### src/rtl/seg_scan_ctrl_pkg.sv
// Shared definitions for the seven-segment scan controller: scan FSM encoding,
// display geometry and the leading-zero blanking rule.
package seg_pkg;

  typedef enum logic {
    S_GUARD = 1'b0,
    S_DRIVE = 1'b1
  } scan_state_t;

  localparam int NUM_DIGITS = 8;
  localparam int SEL_W = 3;
  localparam logic [NUM_DIGITS-1:0] ANODES_OFF = 8'hFF;

  // Digit 0 always shows; a lit decimal point keeps a leading-zero digit visible.
  function automatic logic digit_blanked(input logic [4*NUM_DIGITS-1:0] word,
                                         input logic [NUM_DIGITS-1:0] dp,
                                         input logic [SEL_W-1:0] sel,
                                         input logic en);
    logic upper_zero;
    upper_zero = 1'b1;
    for (int i = 0; i < NUM_DIGITS; i++) begin
      if (i >= int'(sel) && word[4*i +: 4] != 4'h0) upper_zero = 1'b0;
    end
    return en && (sel != '0) && upper_zero && !dp[sel];
  endfunction

endpackage

### src/rtl/seg_scan_ctrl_tick_div.sv
// Free-running divider: pxl_clk is a registered one-cycle tick every DIV_COUNT clocks.
module tick_div #(
  parameter int DIV_COUNT = 50000
) (
  input  logic clk,
  input  logic reset,
  output logic pxl_clk
);

  localparam int CW = $clog2(DIV_COUNT);
  localparam logic [CW-1:0] LAST = CW'(DIV_COUNT - 1);

  logic [CW-1:0] div_cnt;

  always_ff @(posedge clk or posedge reset) begin
    if (reset) begin
      div_cnt <= '0;
      pxl_clk <= 1'b0;
    end else begin
      pxl_clk <= (div_cnt == LAST);
      div_cnt <= (div_cnt == LAST) ? '0 : div_cnt + 1'b1;
    end
  end

endmodule

### src/rtl/seg_scan_ctrl.sv
// 8-digit multiplexed seven-segment scan controller with a double-buffered
// display word committed at frame boundaries and optional leading-zero blanking.
module seg_scan_ctrl
  import seg_pkg::*;
#(
  parameter int DIV_COUNT = 50000,
  parameter int GUARD     = 2
) (
  input  logic                    clk,
  input  logic                    reset,
  input  logic                    wr_en,
  input  logic [4*NUM_DIGITS-1:0] wr_data,
  input  logic [NUM_DIGITS-1:0]   dp_in,
  input  logic                    blank_lz,
  output logic                    pxl_clk,
  output logic [SEL_W-1:0]        seq_sel,
  output logic [NUM_DIGITS-1:0]   an,
  output logic [3:0]              hex_nib,
  output logic                    dp_n,
  output logic                    wr_ack
);

  localparam int GW = $clog2(GUARD + 2);
  localparam logic [GW-1:0] GUARD_LD = GW'(GUARD);
  localparam logic [SEL_W-1:0] LAST_SEL = SEL_W'(NUM_DIGITS - 1);

  scan_state_t state, nxt_state;
  logic [GW-1:0]             guard_cnt, nxt_guard;
  logic [SEL_W-1:0]          nxt_sel;
  logic [4*NUM_DIGITS-1:0]   disp_reg, pend_word, nxt_disp;
  logic [NUM_DIGITS-1:0]     dp_reg, pend_dp, nxt_dp, nxt_an;
  logic                      pend_valid, commit;

  tick_div #(.DIV_COUNT(DIV_COUNT)) u_tick_div (
    .clk     (clk),
    .reset   (reset),
    .pxl_clk (pxl_clk)
  );

  // Write handshake: wr_en is a one-cycle strobe that is always accepted (no
  // ready); the word waits in pend_* and wr_ack pulses once, the cycle after
  // the frame-wrap commit. Later strobes before that commit replace the word.
  always_comb begin
    nxt_state = state;
    nxt_guard = guard_cnt;
    nxt_sel   = seq_sel;
    commit    = 1'b0;
    if (pxl_clk) begin
      nxt_sel = seq_sel + SEL_W'(1);
      commit  = (seq_sel == LAST_SEL) && (pend_valid || wr_en);
      if (GUARD == 0) begin
        nxt_state = S_DRIVE;
        nxt_guard = '0;
      end else begin
        nxt_state = S_GUARD;
        nxt_guard = GUARD_LD;
      end
    end else if (state == S_GUARD) begin
      nxt_state = (guard_cnt <= GW'(1)) ? S_DRIVE : S_GUARD;
      nxt_guard = (guard_cnt != '0) ? guard_cnt - 1'b1 : '0;
    end

    nxt_disp = disp_reg;
    nxt_dp   = dp_reg;
    if (commit) begin
      nxt_disp = wr_en ? wr_data : pend_word;
      nxt_dp   = wr_en ? dp_in : pend_dp;
    end

    // Outputs are registered from next-state values so they line up with state.
    nxt_an = ANODES_OFF;
    if (nxt_state == S_DRIVE && !digit_blanked(nxt_disp, nxt_dp, nxt_sel, blank_lz))
      nxt_an[nxt_sel] = 1'b0;
  end

  always_ff @(posedge clk or posedge reset) begin
    if (reset) begin
      state      <= S_GUARD;
      guard_cnt  <= GUARD_LD;
      seq_sel    <= '0;
      an         <= ANODES_OFF;
      hex_nib    <= '0;
      dp_n       <= 1'b1;
      wr_ack     <= 1'b0;
      disp_reg   <= '0;
      dp_reg     <= '0;
      pend_word  <= '0;
      pend_dp    <= '0;
      pend_valid <= 1'b0;
    end else begin
      state     <= nxt_state;
      guard_cnt <= nxt_guard;
      seq_sel   <= nxt_sel;
      disp_reg  <= nxt_disp;
      dp_reg    <= nxt_dp;
      an        <= nxt_an;
      hex_nib   <= nxt_disp[{nxt_sel, 2'b00} +: 4];
      dp_n      <= ~nxt_dp[nxt_sel];
      wr_ack    <= commit;
      if (commit) begin
        pend_valid <= 1'b0;
      end else if (wr_en) begin
        pend_word  <= wr_data;
        pend_dp    <= dp_in;
        pend_valid <= 1'b1;
      end
    end
  end

endmodule

### config.mk
export PLATFORM = sky130hd
export DESIGN_NAME = seg_scan_ctrl
export DESIGN_NICKNAME = d
export VERILOG_FILES = /design/src/rtl/seg_scan_ctrl_pkg.sv /design/src/rtl/seg_scan_ctrl_tick_div.sv /design/src/rtl/seg_scan_ctrl.sv
export SDC_FILE = /design/constraint.sdc
export NUM_CORES = 1
export LEC_CHECK = 0
export CAP_MARGIN = 30
export CORE_ASPECT_RATIO = 0.6
export CORE_MARGIN = 4
export CORE_UTILIZATION = 40
export DETAILED_ROUTE_END_ITERATION = 12
export GPL_TIMING_DRIVEN = 0
export PLACE_DENSITY = 0.65
export SLEW_MARGIN = 15
export SYNTH_ARGS = -nofsm -noshare
export SYNTH_HDL_FRONTEND = slang
export SYNTH_HIERARCHICAL = 1
export SYNTH_SLANG_ARGS = --single-unit
export TNS_END_PERCENT = 1
### constraint.sdc
create_clock -name clk -period 6.6 [get_ports clk]
set_input_delay 1.98 -clock clk [delete_from_list [all_inputs] [get_ports clk]]
set_output_delay 1.98 -clock clk [all_outputs]
set_load 0.01 [all_outputs]
==> summary.md <==
| Metric | Value |
|---|---|
| Clock root cell | `sky130_fd_sc_hd__clkbuf_16` |
| Number of buffers created by CTS | `17` |
| Maximum clock skew at final layout | `roughly 0.0057 ns` |
| Number of primary I/O pins | `a little over 60` |
| Final instance count without filler cells | `726` |
| Post-route cell area | `around 0.0071 mm^2` |
| Max cap viols | `0` |
| TritonCTS clock tree | `yes` |
| Wire length per cell after detailed routing | `18.13 um` |
| Post-synthesis net count | `just over 500` |
| Total number of H-tree levels | `4` |
| Number of design rule violations left after detail routing | `0` |
| Rel. slew slack | `a little under half` |
| Max-slew violation count | `0` |
| Share of total power consumed by net switching | `20.26%` |
| Peak ir drop on the vdd network | `0.0001693 V` |
| Worst slack at placement | `~2.5 ns` |
| Slowest cell on the critical path | `sky130_fd_sc_hd__mux2_2` |
| Fraction of layout cells with a size suffix above 1 | `roughly a fifth` |
| Largest cells by area after synthesis | `sky130_fd_sc_hd__dfrtp_1 49%, sky130_fd_sc_hd__mux2_2 9.3%, sky130_fd_sc_hd__mux2i_1 7.2%` |
| Type of destination of the critical path | `register` |
| Synth warn | `6` |
| Fraction of the yosys area taken by sequential cells | `approximately 53%` |
| Leakage power summed over all cells | `roughly 3.5 nW` |
| Input/output buffers | `60` |
| Vias in the first global route | `3,941` |
| Period minus WS final | `around 3.8 ns` |
| Num Clock Sinks | `between 100 and 150` |
| Kind of critical path | `input pin to register` |
| Number of synthesized flops with an enable pin | `0` |
| Fraction of the cycle the final worst path needs | `56.94%` |
| Die X | `approximately 160 um` |
| Worst path cell trace | `buf_6, buf_2, mux2_2, mux2i_1, a41oi_1, o21ai_1, nand4_2, nand3b_1` |
| Layout Area Growth over Synthesis | `26.63%` |
| Number of filler instances in the final layout | `roughly 1,200` |
| Antenna violations before repair | `0` |
| Internal power summed over all cells | `around 1.5 mW` |
| Total cell area at the placement stage | `between 0.006 and 0.007 mm^2` |
| Post-CTS resize count | `0` |
| Overall global routing resource usage | `17.36%` |
| Clock latency on the worst-skew pair | `0.41 ns` |
| Fraction of post-synthesis cell area in the top cell type by area | `48.54%` |
| Register bit total from synthesis | `between 100 and 150` |
| Post-synth cell types | `50` |
| Flip-flop cell with the highest count after synthesis | `sky130_fd_sc_hd__dfrtp_1` |
| Combinational share of power | `6.2%` |
| Worst hold-check path type | `register to register` |
| Residual antenna-violating net count after detailed routing | `0` |
| Cells after Synth | `~460` |
| Antenna diode count | `0` |
| Result of the run | `finished clean` |
| Number of violations reported at the end of detailed-routing iteration 0 | `~240` |
| Worst hold slack after final layout | `about 0.48 ns` |
| Total Die Area | `roughly 0.016 mm^2` |
| Overall overflow remaining after global route | `0` |
| Placer's final routability congestion estimate | `about 0.93` |
| RSZ-0062 raised after global routing | `no` |
| Average instance area after synthesis | `about 12 um^2` |
| Part of the power in registers | `between 40% and 50%` |
| Actual transition at the worst max-transition pin | `0.7818 ns` |
| Via total after detailed routing | `3,743` |
| Nets | `585` |
| Placeable Area | `0.01363 mm^2` |
| Power share of the clock group | `52.4%` |
| Dpl cells | `694` |
| Power density over the cells | `roughly 260 mW/mm^2` |
| Quantity of hold-fixing buffers added after cts | `0` |
| Finish-stage setup viols | `0` |
| CP Launch Type | `input pin` |
| Effective utilization at floorplan | `about 41%` |
| Smallest setup slack after layout | `roughly 2.8 ns` |
| Cell row count | `33` |
| Y dimension of the die | `just under 100 um` |
| Cell area after technology mapping | `between 0.005 and 0.006 mm^2` |
| Pin count of the biggest net entering global routing | `70` |
| Most area-hungry cell type in the Yosys netlist | `sky130_fd_sc_hd__dfrtp_1` |
| Number of hold-slack violations in the final timing report | `0` |
| Final TNS setup | `0 ns` |
| HPWL reported at the end of detailed placement | `roughly 9400 um` |
| Data required time of the critical path | `approximately 7 ns` |
| FFs w/ async S/R, synth | `100.0%` |
| Clk pin slew, worst setup/hold paths | `0.05 ns` |
| Routed via count divided by cell count | `just over 5` |
| Maximum buffer depth of the clock tree | `2` |
| First-pass GRT wire length | `between 20,000 and 25,000 um` |
| Maximum single-stage delay on the critical path | `approximately 0.38 ns` |
| First-pass iteration count of the detailed router | `7` |
| Total routed wirelength | `approximately 13,000 um` |
| Arrival time at the worst endpoint | `between 4 and 5 ns` |
| Setup bufs post-CTS | `0` |
| Critical path fanouts, max | `10` |
| Net switching power figure | `between 0.3 and 0.4 mW` |
| Fmax | `~0.27 GHz` |
## worst max-delay path: cells and delay by family
kind | cells | cell delay (ns)
compound gates | 2 | 0.46
buf+inv | 2 | 0.43
mux | 2 | 0.71
simple gates | 2 | 0.49
## cells in the mapped netlist, drive strengths merged, types with 3 or more instances
library cell    n
mux2i          41
nand2b          3
nor4            5
xor2            7
dfrtp         108
a211oi          4
mux2           78
xnor2           5
nand3           4
nor2           20
o22ai          16
nand3b          6
a41oi           3
a21oi           6
dfstp          10
o21ai           7
nand2          22
ha              3
inv            53
nand4          12
buf            17
## area by class of cell
| type | count | area (um^2) | area share (%) |
|---|---|---|---|
| Tap cell | 175 | 219.0 | 3.106 |
| Timing Repair Buffer | 61 | 628.1 | 8.909 |
| Clock buffer | 25 | 515.5 | 7.311 |
| Sequential cell | 118 | 2965 | 42.06 |
| Clock inverter | 7 | 115.1 | 1.633 |
| Multi-Input combinational cell | 268 | 2261 | 32.07 |
| Buffer | 19 | 142.6 | 2.023 |
| Inverter | 53 | 203.9 | 2.893 |
## power groups by stage
stage               logic [mW]  clock network, mW  registers, mW
floorplan               0.0668                  0          0.769
global placement         0.110                  0          0.770
detailed placement       0.115                  0          0.772
CTS                      0.116              0.988          0.760
global route             0.125               1.02          0.763
finish                   0.114              0.964          0.761
## per-layer routing
| layer | up-vias | track usage (%) | routed length [um] |
|---|---|---|---|
| li1 | 1764 | - | - |
| met2 | 102 | 26.18 | 6004 |
| met1 | 1861 | 23.96 | 6187 |
| met5 | - | 0 | 0 |
| met3 | 16 | 5.383 | 815 |
| met4 | 0 | 6.015 | 158 |
## logic make-up after synthesis
group | count (synthesis) | synth area share [%]
simple gates | 89 | 9.326
xor+xnor | 12 | 1.888
fa+ha+maj | 3 | 0.6742
buf+inv | 72 | 6.135
flops | 118 | 53.26
compound gates | 45 | 5.506
mux | 119 | 23.21
## metrics by stage
step,util [%],power (mW)
floorplan,-,0.8354
global placement,46.88,0.8801
detailed placement,47.12,0.8877
CTS,51.74,1.864
global route,51.74,1.913
finish,51.74,1.838
## cell usage in the layout, fill, tap and decap left out, types with 10 or more instances in the layout
| cell | instances |
|---|---|
| sky130_fd_sc_hd__clkdlybuf4s50_1 | 60 |
| sky130_fd_sc_hd__dfrtp_1 | 108 |
| sky130_fd_sc_hd__inv_1 | 52 |
| sky130_fd_sc_hd__o22ai_1 | 16 |
| sky130_fd_sc_hd__clkbuf_16 | 17 |
| sky130_fd_sc_hd__nand2_1 | 22 |
| sky130_fd_sc_hd__nand4_1 | 11 |
| sky130_fd_sc_hd__mux2_2 | 46 |
| sky130_fd_sc_hd__mux2_1 | 32 |
| sky130_fd_sc_hd__mux2i_1 | 40 |
| sky130_fd_sc_hd__dfstp_2 | 10 |
| sky130_fd_sc_hd__nor2_1 | 20 |
## path summary, 6_finish.rpt
path	slack, ns	from	to	cells past startpoint
max in group asynchronous	4.01	reset	pend_word[25]	3
worst max-delay path	2.84	wr_en	an[1]	8
worst min-delay path	0.48	pend_word[24]	pend_word[24]	1
min in group asynchronous	1.94	reset	guard_cnt[0]	2
worst min register to register	0.48	pend_word[24]	pend_word[24]	1
worst max register to register	3.46	seq_sel[0]	an[1]	8
Note: power is estimated with default switching activity, not from simulation.
